$ cat src/rtl/spatz_vrf_reader_pkg.sv
// Shared types and default sizing for the VRF read initiator.
package spatz_vrf_reader_pkg;

  localparam int unsigned VRF_NR_VREGS          = 32;
  localparam int unsigned VRF_WORDS_PER_VREG    = 4;
  localparam int unsigned VRF_READER_FIFO_DEPTH = 2;
  localparam int unsigned VRF_WORD_ADDR_W       = $clog2(VRF_NR_VREGS) + $clog2(VRF_WORDS_PER_VREG);
  localparam int unsigned VRF_LEN_W             = VRF_WORD_ADDR_W + 1;

  typedef enum logic {
    IDLE = 1'b0,
    READ = 1'b1
  } vrf_reader_state_e;

  typedef logic [VRF_WORD_ADDR_W-1:0] vrf_word_addr_t;
  typedef logic [VRF_LEN_W-1:0]       vrf_len_t;

endpackage

$ cat src/rtl/spatz_vrf_reader_fifo.sv
// Return buffer for VRF read data: registered storage, flushable, output masked to 0 when empty.
module spatz_vrf_reader_fifo #(
  parameter  int unsigned Depth = 2,
  parameter  int unsigned Width = 8,
  localparam int unsigned CntW  = $clog2(Depth + 1)
) (
  input  logic             clk_i,
  input  logic             rst_i,
  input  logic             flush_i,
  input  logic             push_i,
  input  logic [Width-1:0] data_i,
  input  logic             pop_i,
  output logic [Width-1:0] data_o,
  output logic             full_o,
  output logic             empty_o,
  output logic [CntW-1:0]  count_o
);

  localparam int unsigned PtrW = (Depth > 1) ? $clog2(Depth) : 1;

  logic [Width-1:0] mem_q [Depth];
  logic [PtrW-1:0]  wptr_q, wptr_d, rptr_q, rptr_d;
  logic [CntW-1:0]  count_q, count_d;
  logic             do_push, do_pop;

  assign full_o  = (count_q == CntW'(Depth));
  assign empty_o = (count_q == '0);
  assign count_o = count_q;
  assign data_o  = empty_o ? '0 : mem_q[rptr_q];

  // A push into a full buffer is legal only when the head leaves in the same cycle.
  assign do_push = push_i && (!full_o || pop_i);
  assign do_pop  = pop_i && !empty_o;

  always_comb begin
    wptr_d  = wptr_q;
    rptr_d  = rptr_q;
    count_d = count_q;
    if (do_push) wptr_d = (wptr_q == PtrW'(Depth - 1)) ? '0 : wptr_q + PtrW'(1);
    if (do_pop)  rptr_d = (rptr_q == PtrW'(Depth - 1)) ? '0 : rptr_q + PtrW'(1);
    case ({do_push, do_pop})
      2'b10:   count_d = count_q + CntW'(1);
      2'b01:   count_d = count_q - CntW'(1);
      default: count_d = count_q;
    endcase
  end

  always_ff @(posedge clk_i) begin
    if (rst_i || flush_i) begin
      wptr_q  <= '0;
      rptr_q  <= '0;
      count_q <= '0;
    end else begin
      wptr_q  <= wptr_d;
      rptr_q  <= rptr_d;
      count_q <= count_d;
    end
  end

  always_ff @(posedge clk_i) begin
    if (do_push && !flush_i && !rst_i) mem_q[wptr_q] <= data_i;
  end

endmodule

$ cat src/rtl/spatz_vrf_reader.sv
// Requester-side VRF read initiator: one operand request becomes a stream of word reads.
// Optional conflict-stall counter enabled by defining SPATZ_VRF_READER_STATS_EN.
module spatz_vrf_reader
  import spatz_vrf_reader_pkg::*;
#(
  parameter int unsigned NrVRegs      = VRF_NR_VREGS,
  parameter int unsigned WordsPerVReg = VRF_WORDS_PER_VREG,
  parameter int unsigned DataWidth    = 128,
  parameter int unsigned FifoDepth    = VRF_READER_FIFO_DEPTH,
  parameter int unsigned AddrWidth    = $clog2(NrVRegs) + $clog2(WordsPerVReg),
  parameter int unsigned LenWidth     = AddrWidth + 1
) (
  input  logic                        clk_i,
  input  logic                        rst_i,
  input  logic                        req_valid_i,
  output logic                        req_ready_o,
  input  logic [$clog2(NrVRegs)-1:0]  req_vreg_i,
  input  logic [$clog2(WordsPerVReg)-1:0] req_word_i,
  input  logic [LenWidth-1:0]         req_len_i,
  input  logic                        kill_i,
  output logic [AddrWidth-1:0]        raddr_o,
  output logic                        re_o,
  input  logic [DataWidth-1:0]        rdata_i,
  input  logic                        rvalid_i,
  output logic [DataWidth-1:0]        data_o,
  output logic                        last_o,
  output logic                        valid_o,
  input  logic                        ready_i,
  output logic                        busy_o,
  output logic [31:0]                 conflict_cnt_o
);

  localparam int unsigned CntW = $clog2(FifoDepth + 1);

  vrf_reader_state_e    state_q, state_d;
  logic [AddrWidth-1:0] addr_q, addr_d;
  logic [LenWidth-1:0]  rem_q, rem_d;

  logic                 fifo_full, fifo_empty, fifo_push, pop;
  logic [CntW-1:0]      fifo_cnt;
  logic [DataWidth:0]   fifo_out;

  assign valid_o   = !fifo_empty;
  assign pop       = valid_o && ready_i;
  assign data_o    = fifo_out[DataWidth-1:0];
  assign last_o    = fifo_out[DataWidth];
  assign raddr_o   = addr_q;
  assign busy_o    = (state_q != IDLE) || (fifo_cnt != '0);
  // A grant arriving in a kill cycle is dropped.
  assign fifo_push = re_o && rvalid_i && !kill_i;

  always_comb begin
    state_d     = state_q;
    addr_d      = addr_q;
    rem_d       = rem_q;
    req_ready_o = (state_q == IDLE);
    re_o        = 1'b0;
    case (state_q)
      IDLE: begin
        if (req_valid_i && req_len_i != '0) begin
          state_d = READ;
          addr_d  = {req_vreg_i, req_word_i};
          rem_d   = req_len_i;
        end
      end
      READ: begin
        // Only issue when the returning word is guaranteed a slot.
        re_o = !fifo_full || pop;
        if (re_o && rvalid_i) begin
          addr_d = addr_q + AddrWidth'(1);
          rem_d  = rem_q - LenWidth'(1);
          if (rem_q == LenWidth'(1)) state_d = IDLE;
        end
      end
      default: state_d = IDLE;
    endcase
    if (kill_i) state_d = IDLE;
  end

  always_ff @(posedge clk_i) begin
    if (rst_i) begin
      state_q <= IDLE;
      addr_q  <= '0;
      rem_q   <= '0;
    end else begin
      state_q <= state_d;
      addr_q  <= addr_d;
      rem_q   <= rem_d;
    end
  end

  spatz_vrf_reader_fifo #(
    .Depth (FifoDepth),
    .Width (DataWidth + 1)
  ) i_fifo (
    .clk_i   (clk_i),
    .rst_i   (rst_i),
    .flush_i (kill_i),
    .push_i  (fifo_push),
    .data_i  ({rem_q == LenWidth'(1), rdata_i}),
    .pop_i   (pop),
    .data_o  (fifo_out),
    .full_o  (fifo_full),
    .empty_o (fifo_empty),
    .count_o (fifo_cnt)
  );

`ifdef SPATZ_VRF_READER_STATS_EN
  logic [31:0] conflict_cnt_q;

  always_ff @(posedge clk_i) begin
    if (rst_i) begin
      conflict_cnt_q <= '0;
    end else if (re_o && !rvalid_i && conflict_cnt_q != '1) begin
      conflict_cnt_q <= conflict_cnt_q + 32'd1;
    end
  end

  assign conflict_cnt_o = conflict_cnt_q;
`else
  assign conflict_cnt_o = '0;
`endif

endmodule

$ cat config.mk
export PLATFORM = sky130hd
export DESIGN_NAME = spatz_vrf_reader
export DESIGN_NICKNAME = d
export VERILOG_FILES = /design/src/rtl/spatz_vrf_reader_pkg.sv /design/src/rtl/spatz_vrf_reader_fifo.sv /design/src/rtl/spatz_vrf_reader.sv
export SDC_FILE = /design/constraint.sdc
export NUM_CORES = 1
export LEC_CHECK = 0
export CAP_MARGIN = 20
export CORE_ASPECT_RATIO = 0.9
export CORE_MARGIN = 1.5
export CORE_UTILIZATION = 51
export DETAILED_ROUTE_END_ITERATION = 8
export PLACE_DENSITY = 0.93
export SETUP_SLACK_MARGIN = 0.3
export SLEW_MARGIN = 20
export SYNTH_ARGS = -nofsm -noshare
export SYNTH_HDL_FRONTEND = slang
export SYNTH_SLANG_ARGS = --single-unit
$ cat constraint.sdc
create_clock -name clk_i -period 24.4 [get_ports clk_i]
set_input_delay 7.32 -clock clk_i [delete_from_list [all_inputs] [get_ports clk_i]]
set_output_delay 7.32 -clock clk_i [all_outputs]
set_load 0.005 [all_outputs]
==> results.json <==
{
  "run_status": "finished, final reports clean",
  "cts.path.max_buffers": 3,
  "yosysSeqAreaShare_pct": 73.1,
  "drive_gt1_share_pct": 5.65,
  "cts_root_buf": "clkbuf_16",
  "crit_start": "ready_i",
  "worstSetupStartpointType": "primary input",
  "synthArstFlopShare_pct": 0,
  "layout_min_cycle_time_ns": 16.13,
  "htree_levels": 1,
  "maxCapViolations": 0,
  "wl_met3_mm": 1.79,
  "portBuffers": 288,
  "cpPeakStageDelay_ns": 0.44,
  "grt_max_degree": 104,
  "cts_sinks": 279,
  "post_cts_resized": 0,
  "finClkSkew_ns": 0.0160,
  "synth.top_cells.by_count": "edfxtp_1 (258), nor2_1 (139), mux2i_1 (131)",
  "p_leak_nw": 4.86,
  "start_util_pct": 51.8,
  "cts_tree": "done",
  "cts.clk_slew.worst_paths_ns": 0.06,
  "path_depth": 4,
  "worst_path_most_repeated_cell": "clkdlybuf4s50_1",
  "critical_path_buf_inv_count": 2,
  "synthFlopType": "edfxtp_1",
  "routed_wl_mm": 25.2,
  "crit_required_ns": 17.08,
  "tns_ns": 0,
  "ys_warn_count": 0,
  "antenna_found_initial": 1,
  "clock_latency_ns": 0.54,
  "routed-via-count": 7005,
  "dp.final_hpwl_mm": 16.0,
  "worstHoldPathType": "flip-flop to flip-flop",
  "netlist-cell-type-count": 48,
  "crit_arrival_ns": 8.81,
  "met2_length_mm": 12.8,
  "crit_end": "re_o",
  "fin_crit_sh_pct": 66.1,
  "post_cts_buffers": 0,
  "crit_family": "buffers and inverters",
  "nets": 1174,
  "hold_buffers": 0,
  "dr.pass1.iters": 5,
  "syn_inst": 736,
  "synth_edf_count": 258,
  "synth_seq_cells": 279,
  "finalPower_w": 0.00105,
  "power.density_nw_per_um2": 69.0,
  "core-area_um2": 21600,
  "setup_viol": 0,
  "synth_area_leader_cell": "edfxtp_1",
  "critPathSlowestCell": "clkdlybuf4s50_1",
  "vias_per_cell": 5.24,
  "die_h_um": 143,
  "ant_nets": 0,
  "drv_slew": 0,
  "pin_count": 321,
  "finish.utilization_pct": 70.6,
  "cts_made_buffers": 29,
  "syn_area_um2": 11200,
  "worst_pin_slew_ns": 1.12,
  "die_area_um2": 22800,
  "relSlewSlack_pct": 25.5,
  "overflow": 0,
  "syn_to_final_growth_pct": 36.3,
  "fillers": 1370,
  "endpoint_kind": "output port",
  "highest_layer": "met4",
  "worstPathCellList": "clkdlybuf4s50_1, or3b_1, and2_1, clkdlybuf4s50_1",
  "synth_area_leaders": "edfxtp_1 (69%), mux2i_1 (12%), nor2_1 (4.7%), dfxtp_1 (3.8%), buf_4 (2.2%)",
  "gp_routability_congestion": 0.850,
  "dieWidth_um": 159,
  "fmax_mhz": 62.0,
  "critPathKind": "primary input to output port",
  "worstReg2RegStart": "state_q",
  "row_count": 51,
  "peakVddDrop_mv": 0.0744,
  "drc": 0,
  "rrSetupSlack_ns": 21.34,
  "crit_fanout": 4,
  "r2r_cells": 3,
  "rsz0062_at_grt": "no",
  "hold_viol": 0,
  "grt_pass1_wl_mm": 37.8,
  "synth.avg_cell_area_um2": 15.2,
  "wl_met1_mm": 9.68,
  "r2r-end": "i_fifo.mem_q[0][90]",
  "grtUsageTotal_pct": 21.1,
  "drt_iter0_drc": 426,
  "synth_top_area_share_pct": 69.4,
  "wl_per_cell_um": 18.9,
  "grt_pass1_vias": 6963,
  "yosysMostFrequentCell": "edfxtp_1"
}
[report_power, final]
| part | internal (W) | switching [W] | leakage, nW |
|---|---|---|---|
| registers | 0.000526 | 0.00000325 | 2.50 |
| logic | 0.0000315 | 0.0000199 | 1.86 |
| clock network | 0.000292 | 0.000178 | 0.500 |
| total | 0.000850 | 0.000201 | 4.86 |
[cells in the final DEF (no fill, tap or decap), types with 3 or more instances in the layout]
master	count
ha_1	4
nand3_1	9
conb_1	32
clkbuf_1	5
dfxtp_1	20
nor2_1	138
buf_4	6
o21ai_0	5
edfxtp_1	258
bufinv_16	7
clkinv_2	3
clkinv_1	8
nor4_1	3
mux2i_1	131
clkbuf_16	29
nand2_1	14
inv_1	5
o32ai_1	7
a21oi_1	10
nor2b_1	5
a22oi_1	3
nor3_1	5
a2bb2oi_1	4
clkdlybuf4s50_1	288
[registers in the layout, summed over array words and instances (netlist names), named ones only]
signal          count
state_q             1
raddr_o             7
i_fifo.mem_q      258
i_fifo.count_o      2
i_fifo.wptr_q       1
rem_q               8
i_fifo.rptr_q       1
[cell type report]
type,instances,area (um^2),area share (%)
tap,291,364,2.39
timing repair buffer,295,2940,19.3
inverter,6,22.5,0.148
clock inverter,20,280,1.84
sequential,279,8170,53.7
antenna,2,5.00,0.0329
multi-input combinational,410,2700,17.7
clock buffer,34,744,4.89
[tightest hold or removal path: stages, from the launching register on]
cell     delay (ns)
dfxtp_1        0.33
nand2_1        0.07
a21oi_1        0.05
[per-stage QoR]
step | instance area, um^2 | std cells | hold slack (ns) | setup WS (ns)
finish | 15200 | 1337 | 0.492 | 8.27
global route | 15200 | 1336 | 0.524 | 8.19
CTS | 15200 | 1335 | 0.492 | 8.26
detailed placement | 14200 | 1281 | 0.482 | 8.32
global placement | 14200 | 1281 | 0.466 | 8.35
floorplan | 11300 | 767 | 0.446 | 6.98
[cell families after synthesis]
logic type | count (synthesis) | share of synthesized area [%]
AO/OA/AOI/OAI | 47 | 3.09
XOR/XNOR | 4 | 0.314
adder cells (fa/ha/maj) | 4 | 0.448
buffers and inverters | 78 | 3.94
flip-flops | 279 | 73.1
multiplexers | 131 | 11.7
other | 1 | 0.0336
AND/OR/NAND/NOR | 192 | 7.31
[worst min-delay path by stage]
stage	depth (start not counted)	from	slack [ns]	endpoint
finish	2	i_fifo.wptr_q	0.49	i_fifo.wptr_q
global route	2	i_fifo.wptr_q	0.52	i_fifo.wptr_q
CTS	2	rem_q[7]	0.49	rem_q[7]
detailed placement	2	i_fifo.wptr_q	0.48	i_fifo.wptr_q
global placement	2	rem_q[7]	0.47	rem_q[7]
floorplan	2	i_fifo.wptr_q	0.45	i_fifo.wptr_q
[per-layer routing]
layer / vias to the layer above / GRT usage [%]
met4: 0 / 9.53
met3: 63 / 4.68
met1: 3348 / 25.9
li1: 3240 / -
met2: 354 / 36.0
met5: - / 0
Note: power is estimated with default switching activity, not from simulation.
